===== src/rtl/fetch_pkg.sv =====
// fetch_pkg: constants and types shared by the instruction fetch controller
// and the PC register.
//   fetch_state_e  fetch FSM state encoding
//   INSTR_BYTES    PC increment per sequential instruction
//   RESET_PC       PC value after reset (used by the PC register)
//   MISALIGN_MASK  PC low bits that must be zero for a legal fetch
//   TMO_W          width of the imem ack timeout counter
package fetch_pkg;

   typedef enum logic [2:0] {
      ST_IDLE,
      ST_REQ,
      ST_HOLD,
      ST_DRAIN,
      ST_FAULT
   } fetch_state_e;

   localparam int unsigned INSTR_BYTES   = 4;
   localparam logic [31:0] RESET_PC      = 32'h0040_0000;
   localparam logic [1:0]  MISALIGN_MASK = 2'b11;
   localparam int unsigned TMO_W         = 8;

   function automatic logic misaligned(input logic [1:0] pc_lsbs);
      return |(pc_lsbs & MISALIGN_MASK);
   endfunction

endpackage


===== src/rtl/instr_fetch_ctrl_if.sv =====
// instr_fetch_ctrl_if: signal bundle around the fetch controller.
//   PC register side : pc_value (in), next_pc (out)
//   imem side        : imem_req/imem_addr (out), imem_ack/imem_rdata (in)
//   decode side      : instr_valid/instr/instr_pc (out), instr_ready (in)
//   control          : br_taken/br_target, redirect/redirect_pc (in),
//                      fetch_fault (out)
// Modport master is the fetch controller; slave is its environment.
interface instr_fetch_ctrl_if #(
   parameter int unsigned N = 32
);
   logic [N-1:0] pc_value;
   logic [N-1:0] next_pc;
   logic         imem_req;
   logic [N-1:0] imem_addr;
   logic         imem_ack;
   logic [N-1:0] imem_rdata;
   logic         instr_valid;
   logic         instr_ready;
   logic [N-1:0] instr;
   logic [N-1:0] instr_pc;
   logic         br_taken;
   logic [N-1:0] br_target;
   logic         redirect;
   logic [N-1:0] redirect_pc;
   logic         fetch_fault;

   modport master (
      input  pc_value, imem_ack, imem_rdata, instr_ready,
             br_taken, br_target, redirect, redirect_pc,
      output next_pc, imem_req, imem_addr, instr_valid,
             instr, instr_pc, fetch_fault
   );

   modport slave (
      output pc_value, imem_ack, imem_rdata, instr_ready,
             br_taken, br_target, redirect, redirect_pc,
      input  next_pc, imem_req, imem_addr, instr_valid,
             instr, instr_pc, fetch_fault
   );
endinterface


===== src/rtl/fetch_timeout_cnt.sv =====
// fetch_timeout_cnt: 8-bit clear/enable counter that saturates at all-ones.
//   clk, rst_ni : clock, async active-low reset
//   clr_i       : synchronous clear (priority over en_i)
//   en_i        : count this cycle
//   expire_o    : this enabled cycle is the LIMIT-th since the last clear
module fetch_timeout_cnt
   import fetch_pkg::*;
#(
   parameter int unsigned LIMIT = 255
) (
   input  logic clk,
   input  logic rst_ni,
   input  logic clr_i,
   input  logic en_i,
   output logic expire_o
);
   localparam logic [TMO_W-1:0] LAST = TMO_W'(LIMIT - 1);

   logic [TMO_W-1:0] cnt_q;

   always_ff @(posedge clk or negedge rst_ni) begin
      if (!rst_ni) begin
         cnt_q <= '0;
      end else if (clr_i) begin
         cnt_q <= '0;
      end else if (en_i && (cnt_q != '1)) begin
         cnt_q <= cnt_q + 1'b1;
      end
   end

   // Count value 0 is the first cycle after clear, so LIMIT cycles end at LIMIT-1.
   assign expire_o = en_i && !clr_i && (cnt_q == LAST);

endmodule


===== src/rtl/instr_fetch_ctrl.sv =====
// instr_fetch_ctrl: fetch controller between the PC register and a
// multi-cycle instruction memory.
//   clk    : core clock
//   reset  : asynchronous active-low reset
//   bus    : instr_fetch_ctrl_if master (PC, imem req/ack, decode valid/ready,
//            branch/redirect inputs, sticky fetch_fault)
// next_pc holds pc_value except on a retire (branch target or PC+4) or a
// redirect (redirect_pc, highest priority).
module instr_fetch_ctrl
   import fetch_pkg::*;
#(
   parameter int unsigned N           = 32,
   parameter int unsigned ACK_TIMEOUT = 255
) (
   input  logic                  clk,
   input  logic                  reset,
   instr_fetch_ctrl_if.master    bus
);
   fetch_state_e state_q;
   logic         req_q;
   logic         valid_q;
   logic         fault_q;
   logic [N-1:0] instr_q;
   logic [N-1:0] instr_pc_q;
   logic [N-1:0] next_pc_d;
   logic         tmo_clr;
   logic         tmo_en;
   logic         tmo_expire;

   // Counter is held clear outside REQ/DRAIN and re-cleared on REQ->DRAIN.
   assign tmo_en  = (state_q == ST_REQ) || (state_q == ST_DRAIN);
   assign tmo_clr = !tmo_en ||
                    ((state_q == ST_REQ) && bus.redirect && !bus.imem_ack);

   fetch_timeout_cnt #(
      .LIMIT (ACK_TIMEOUT)
   ) u_tmo (
      .clk      (clk),
      .rst_ni   (reset),
      .clr_i    (tmo_clr),
      .en_i     (tmo_en),
      .expire_o (tmo_expire)
   );

   always_ff @(posedge clk or negedge reset) begin
      if (!reset) begin
         state_q    <= ST_IDLE;
         req_q      <= 1'b0;
         valid_q    <= 1'b0;
         fault_q    <= 1'b0;
         instr_q    <= '0;
         instr_pc_q <= '0;
      end else if (bus.redirect) begin
         req_q   <= 1'b0;
         valid_q <= 1'b0;
         fault_q <= 1'b0;
         // An outstanding request still owes a response; wait it out in DRAIN.
         state_q <= ((state_q == ST_REQ) && !bus.imem_ack) ? ST_DRAIN : ST_IDLE;
      end else begin
         case (state_q)
            ST_IDLE: begin
               if (misaligned(bus.pc_value[1:0])) begin
                  state_q <= ST_FAULT;
                  fault_q <= 1'b1;
               end else begin
                  state_q <= ST_REQ;
                  req_q   <= 1'b1;
               end
            end
            ST_REQ: begin
               if (bus.imem_ack) begin
                  state_q    <= ST_HOLD;
                  req_q      <= 1'b0;
                  valid_q    <= 1'b1;
                  instr_q    <= bus.imem_rdata;
                  instr_pc_q <= bus.pc_value;
               end else if (tmo_expire) begin
                  state_q <= ST_FAULT;
                  req_q   <= 1'b0;
                  fault_q <= 1'b1;
               end
            end
            ST_HOLD: begin
               if (bus.instr_ready) begin
                  state_q <= ST_IDLE;
                  valid_q <= 1'b0;
               end
            end
            ST_DRAIN: begin
               if (bus.imem_ack) begin
                  state_q <= ST_IDLE;
               end else if (tmo_expire) begin
                  state_q <= ST_FAULT;
                  fault_q <= 1'b1;
               end
            end
            ST_FAULT: begin
               state_q <= ST_FAULT;
            end
            default: begin
               state_q <= ST_IDLE;
               req_q   <= 1'b0;
               valid_q <= 1'b0;
            end
         endcase
      end
   end

   always_comb begin
      next_pc_d = bus.pc_value;
      if (bus.redirect) begin
         next_pc_d = bus.redirect_pc;
      end else if (valid_q && bus.instr_ready) begin
         next_pc_d = bus.br_taken ? bus.br_target : bus.pc_value + N'(INSTR_BYTES);
      end
   end

   assign bus.next_pc     = next_pc_d;
   assign bus.imem_req    = req_q;
   assign bus.imem_addr   = bus.pc_value;
   assign bus.instr_valid = valid_q;
   assign bus.instr       = instr_q;
   assign bus.instr_pc    = instr_pc_q;
   assign bus.fetch_fault = fault_q;

endmodule


===== src/flat_wrapper.sv =====
// flat-port wrapper written by rule: the top's interface ports become plain ports
module instr_fetch_ctrl_flat import fetch_pkg::*;
#(
   parameter int unsigned N           = 32,
   parameter int unsigned ACK_TIMEOUT = 255
)
  (clk, reset, bus_pc_value, bus_imem_ack, bus_imem_rdata, bus_instr_ready, bus_br_taken, bus_br_target, bus_redirect, bus_redirect_pc, bus_next_pc, bus_imem_req, bus_imem_addr, bus_instr_valid, bus_instr, bus_instr_pc, bus_fetch_fault);
  instr_fetch_ctrl_if #(.N(N)) bus_i ();
  input  logic clk;
  input  logic reset;
  input wire logic [$bits(bus_i.pc_value)-1:0] bus_pc_value;
  input wire logic [$bits(bus_i.imem_ack)-1:0] bus_imem_ack;
  input wire logic [$bits(bus_i.imem_rdata)-1:0] bus_imem_rdata;
  input wire logic [$bits(bus_i.instr_ready)-1:0] bus_instr_ready;
  input wire logic [$bits(bus_i.br_taken)-1:0] bus_br_taken;
  input wire logic [$bits(bus_i.br_target)-1:0] bus_br_target;
  input wire logic [$bits(bus_i.redirect)-1:0] bus_redirect;
  input wire logic [$bits(bus_i.redirect_pc)-1:0] bus_redirect_pc;
  output wire logic [$bits(bus_i.next_pc)-1:0] bus_next_pc;
  output wire logic [$bits(bus_i.imem_req)-1:0] bus_imem_req;
  output wire logic [$bits(bus_i.imem_addr)-1:0] bus_imem_addr;
  output wire logic [$bits(bus_i.instr_valid)-1:0] bus_instr_valid;
  output wire logic [$bits(bus_i.instr)-1:0] bus_instr;
  output wire logic [$bits(bus_i.instr_pc)-1:0] bus_instr_pc;
  output wire logic [$bits(bus_i.fetch_fault)-1:0] bus_fetch_fault;
  assign bus_i.pc_value = bus_pc_value;
  assign bus_i.imem_ack = bus_imem_ack;
  assign bus_i.imem_rdata = bus_imem_rdata;
  assign bus_i.instr_ready = bus_instr_ready;
  assign bus_i.br_taken = bus_br_taken;
  assign bus_i.br_target = bus_br_target;
  assign bus_i.redirect = bus_redirect;
  assign bus_i.redirect_pc = bus_redirect_pc;
  assign bus_next_pc = bus_i.next_pc;
  assign bus_imem_req = bus_i.imem_req;
  assign bus_imem_addr = bus_i.imem_addr;
  assign bus_instr_valid = bus_i.instr_valid;
  assign bus_instr = bus_i.instr;
  assign bus_instr_pc = bus_i.instr_pc;
  assign bus_fetch_fault = bus_i.fetch_fault;
  instr_fetch_ctrl #(.N(N), .ACK_TIMEOUT(ACK_TIMEOUT)) u_core (.clk(clk), .reset(reset), .bus(bus_i));
endmodule

===== config.mk =====
export PLATFORM = sky130hd
export DESIGN_NAME = instr_fetch_ctrl_flat
export DESIGN_NICKNAME = d
export VERILOG_FILES = /design/src/rtl/fetch_pkg.sv /design/src/rtl/instr_fetch_ctrl_if.sv /design/src/rtl/fetch_timeout_cnt.sv /design/src/rtl/instr_fetch_ctrl.sv /design/src/flat_wrapper.sv
export SDC_FILE = /design/constraint.sdc
export NUM_CORES = 1
export LEC_CHECK = 0
export CAP_MARGIN = 20
export CORE_MARGIN = 1.5
export CORE_UTILIZATION = 40
export CTS_CLUSTER_DIAMETER = 120
export DETAILED_ROUTE_END_ITERATION = 16
export GPL_ROUTABILITY_DRIVEN = 0
export GPL_TIMING_DRIVEN = 0
export PLACE_DENSITY = 0.82
export SETUP_SLACK_MARGIN = 0.5
export SYNTH_ARGS = -nofsm -noshare
export SYNTH_HDL_FRONTEND = slang
export SYNTH_SLANG_ARGS = --single-unit

===== constraint.sdc =====
create_clock -name clk -period 3.1 [get_ports clk]
set_input_delay 0.62 -clock clk [delete_from_list [all_inputs] [get_ports clk]]
set_output_delay 0.62 -clock clk [all_outputs]
set_load 0.005 [all_outputs]

; ---- After elaboration in Yosys (flattened, before gate mapping)
; Index checks and enable logic that the tools add are counted.
[word_totals]
in_bits = 134
register_bits = 78
latchBits = 0
wordCells = 75
n_memories = 0
ram_bits = 0
rom_bits = 0
output_inout_bits = 131
[op_classes]
n_lt_le_gt_ge = 0
n_eq_ne = 15
shift = 0
div_mod_pow = 0
n_mul = 0
bitwise = 1
reduce_logical = 23
n_addsub = 2
muxes = 27
[ops]
columns = op, n
row1 = 32-bit two-way mux, 3
row2 = "32-bit by 3-bit adder with 32-bit output, second input constant", 1
row3 = 3-bit two-way mux, 6
row4 = 8-bit two-way mux, 2
row5 = 3-bit one-hot mux with 5 select lines, 1
row6 = 1-bit two-way mux, 11
row7 = "3-bit != test, second input constant", 3
row8 = 3-bit AND reduction, 3
row9 = "8-bit by 1-bit adder with 8-bit output, second input constant", 1
row10 = "8-bit equality test, second input constant", 1
row11 = "8-bit != test, second input constant", 1
row12 = 1-bit logical AND, 7
row13 = "3-bit by 2-bit equality test with 1-bit output, second input constant", 2
row14 = "3-bit by 2-bit != test with 1-bit output, second input constant", 2
row15 = 1-bit one-hot mux with 3 select lines, 2
row16 = 3-bit OR reduction, 2
row17 = "2-bit by 1-bit != test with 1-bit output, second input constant", 2
row18 = "4-bit by 3-bit != test with 1-bit output, second input constant", 1
row19 = 4-bit AND reduction, 1
row20 = 2-bit OR reduction, 2
row21 = "3-bit by 1-bit equality test with 1-bit output, second input constant", 1
row22 = "3-bit equality test, second input constant", 1
row23 = 1-bit zero test, 3
row24 = 3-bit zero test, 1
row25 = other kinds (7), 8

; ---- Longest topological paths before layout
[logic_depth]
depth_word = 11
mapped_depth = 8
mapped_depth_nobuf = 6

; ---- Hierarchy
; A second synthesis with hierarchy kept.
[unflattened]
hier_cells = 556
hier_area_um2 = 5107.4
[by_module_without_submodules]
columns = mod, seq_area_each_um2, area_each_um2, instances, cells_each
row1 = instr_fetch_ctrl, 1751.7, 4616.9, 1, 503
row2 = fetch_timeout_cnt, 200.2, 490.5, 1, 53

; ---- Worst setup path before layout
; Ideal clock, no wire load.
[synth_path]
kind = input-to-output
start = in bus_pc_value[2]
end = out bus_next_pc[22]
t_required_ps = 2480
path_stages = 6
t_arrival_ps = 2065
setup_slack_ps = 415
path_buffers = 0
cell_sequence = ha_1 nand2_1 nor4_4 nand2_2 mux2_4 a221o_1
[synth_between]
elab_chain_cells = 4
[synth_rtl]
columns = item, line_no
row1 = "start, declared", flat_wrapper.sv:11  ; input wire logic [$bits(bus_i.pc_value)-1:0] bus_pc_value;
row2 = 32-bit by 3-bit adder with 32-bit output, instr_fetch_ctrl.sv:114  ; next_pc_d = bus.br_taken ? bus.br_target : bus.pc_value + N'(INSTR_BYTES);
row3 = 32-bit two-way mux, instr_fetch_ctrl.sv:114
row4 = 32-bit two-way mux, instr_fetch_ctrl.sv:113  ; end else if (valid_q && bus.instr_ready) begin
row5 = 32-bit two-way mux, instr_fetch_ctrl.sv:111  ; if (bus.redirect) begin
row6 = "end, declared", flat_wrapper.sv:19  ; output wire logic [$bits(bus_i.next_pc)-1:0] bus_next_pc;
; Every way passes these cells.

; ---- Worst setup path after layout
[layout_path]
start = in bus_pc_value[15]
end = out bus_next_pc[21]
; Same word-level chain as after synthesis.

==> results.toml <==
[setup_path]
cp_num_buf_inv = 2
critPathTopFamily = "simple AND/OR/NAND/NOR gates"
cpPeakStageDelay_ns = 0.41
path_max_fanout = 6
crit_slowest_cell = "nor2_1"
required_ns = 2.48
cp-start-kind = "input pin"
worstSetupEndpointType = "output pin"
crit_type = "in2out"
worstPathCellList = "clkdlybuf4s15_2 > nand3_4 > nor2_1 > nand4_1 > xor2_2 > a21oi_2 > buf_2"
arrival_ns = 2.20

[timing]
layout_setup_ws_ns = 0.285
fin_crit_ns = 2.82
tns_ns = 0
slew-limit-headroom = 0.544
setup_viol = 0
final.setup_skew_ns = 0.00947
fin_crit_sh = 0.908
rsz0062_at_grt = "true"
maxSlewViolCount = 0
tightest_slew_ns = 0.683
hold_viol = 0
fmax_ghz = 0.355

[route]
vias = 5766
drcViolationCount = 0
drt_iter0_markers = 686
routedWlPerCell_um = 20.2
routed_wl_um = 20600
viasPerCell = 5.64
drtAntennaViolNets = 0
first_pass_iters = 7

[global_route]
grt_overflow = 0
grt_pass1_wl_um = 30900
antenna_found_initial = 0
grt_usage = 0.302
grt_pass1_vias = 5921
grt_max_degree = 71

[job]
maxCapViolCount = 0

[logic_synthesis]
synthArstFlopShare = 1.00
yosysUniqueCellTypes = 53
synthCells = 548
synth_largest_area_cell = "dfrtp_1"
yosys_warnings = 0
synth_area_leaders = "dfrtp_1 39%, mux2_2 14%, buf_4 4.8%"
synth_most_common_cell = "dfrtp_1"
yosysTopAreaCellShare = 0.391
ys_ff_latch = 78
syn_area_um2 = 4990
avgSynthCellArea_um2 = 9.11
ys.flop_type = "dfrtp_1"
ys_top_cells_by_count = "78 x dfrtp_1, 64 x mux2_2, 51 x nand2_1, 39 x nor2_1, 35 x a21oi_1"
yosysSeqAreaShare = 0.391
synth_edf_count = 0
synth_fp_nets = 685

[clock_tree]
htreeDepth = 3
cts_tree = "yes"
clkSlewWorstSetupHoldPaths_ns = 0.06
cts_buffers = 9
root_buffer = "clkbuf_16"
clock_sinks = 78
clkLatencyLatePin_ns = 0.34
clock_path_buffers = 2

[cells_and_area]
n_antenna_cell = 0
nNetsFinal = 986
stdcell_count = 1022
drive_gt1_frac = 0.320
area_growth_pct = 74.3

[floorplan]
fp-row-count = 40
pin_count = 265
die_w_um = 115
die_area_um2 = 13200
die_height_um = 115
core_um2 = 12100
start_util = 0.412

[power]
vdd_drop_max_mv = 0.337
leakagePower_uw = 0.00379
power_density_nw_per_um2 = 455

[placed_design]
portBuffers = 260
dp_slack_ns = -0.912
placedCellCount = 977
dp_hpwl_um = 14600

[hold_path]
hold_path.class = "in2async"

[status]
status = "completed"
[layout make-up]
| class | instances | area, µm² |
|---|---|---|
| multi-input combinational | 387 | 2910 |
| buffer | 68 | 541 |
| clock buffer | 11 | 243 |
| tap | 168 | 210 |
| clock inverter | 5 | 41.3 |
| inverter | 15 | 56.3 |
| sequential | 78 | 1950 |
| timing repair buffer | 290 | 2760 |
| fill | 853 | 3410 |
[cells by family after synthesis]
family          Yosys count  share of synthesized area
simple gates            189                      0.194
compound gates          108                      0.131
buf+inv                  83                     0.0882
flops                    78                      0.391
mux                      76                      0.169
xor+xnor                 11                     0.0193
fa+ha+maj                 3                    0.00752
[report_power, final]
part	switching, µW	internal, µW
Combinational	524	972
Sequential	147	1300
Clock	445	573
[per-layer routing]
| metal | part of all wire | up-vias | track usage | routed length (µm) |
|---|---|---|---|---|
| met5 | 0 | - | 0 | 0 |
| met4 | 0.048 | 0 | 0.157 | 992 |
| met3 | 0.11 | 94 | 0.0780 | 2210 |
| met2 | 0.49 | 411 | 0.521 | 10100 |
| met1 | 0.35 | 2728 | 0.347 | 7290 |
| li1 | - | 2533 | - | - |
[sequential cells by signal (all words and copies together), names as in the netlist]
| register | flops |
|---|---|
| u_core.bus.imem_req | 1 |
| u_core.bus.fetch_fault | 1 |
| u_core.bus.instr_pc | 32 |
| u_core.bus.instr_valid | 1 |
| u_core.bus.instr | 32 |
| u_core.state_q | 3 |
| u_core.u_tmo.cnt_q | 8 |
[path summary, 6_finish.rpt]
path                                          from                 endpoint  slack (ns)  cells past startpoint
max                               bus_pc_value[15]          bus_next_pc[21]        0.28                      7
min                                          reset      u_core.bus.instr[0]        0.10                      1
max reg2reg                      u_core.state_q[1]   u_core.bus.instr_pc[0]        1.01                      6
min reg2reg                u_core.bus.instr_pc[12]  u_core.bus.instr_pc[12]        0.48                      2
max in group asynchronous                    reset   u_core.bus.instr_valid        2.40                      2
min in group clk           u_core.bus.instr_pc[12]  u_core.bus.instr_pc[12]        0.48                      2
[stage by stage]
step	utilization	cell area [µm²]	total power [µW]	hold slack (ns)
2_1_floorplan	-	5000	1890	0.324
3_3_place_gp	0.645	7810	2870	0.468
3_5_place_dp	0.647	7840	2920	0.460
4_1_cts	0.698	8460	3960	0.0941
5_1_grt	0.719	8700	4130	0.106
6_report	0.719	8700	3960	0.103
[timing repair]
| action | in CTS | in global routing |
|---|---|---|
| hold buffers | 0 | 0 |
| resized for setup | 319 | 63 |
| buffers inserted | 18 | 10 |
| endpoints found under the setup margin | 35 | 30 |
| gates cloned | 1 | 0 |
| pin swaps | 27 | 29 |
[cell usage in the layout, fill, tap and decap left out, drive strengths merged, types with 5 or more instances in the layout]
master,count
clkbuf,39
o21ai,32
nor4,6
nor3b,9
dfrtp,78
mux2,65
clkdlybuf4s50,199
nor3,17
nand4,13
nor2,39
nand2,52
mux2i,11
dlygate4sd2,7
and3,7
nand3,29
a31oi,9
a211oi,5
o22ai,6
buf,117
inv,18
a21oi,35
xor2,9
(Power assumes the default switching activity.)
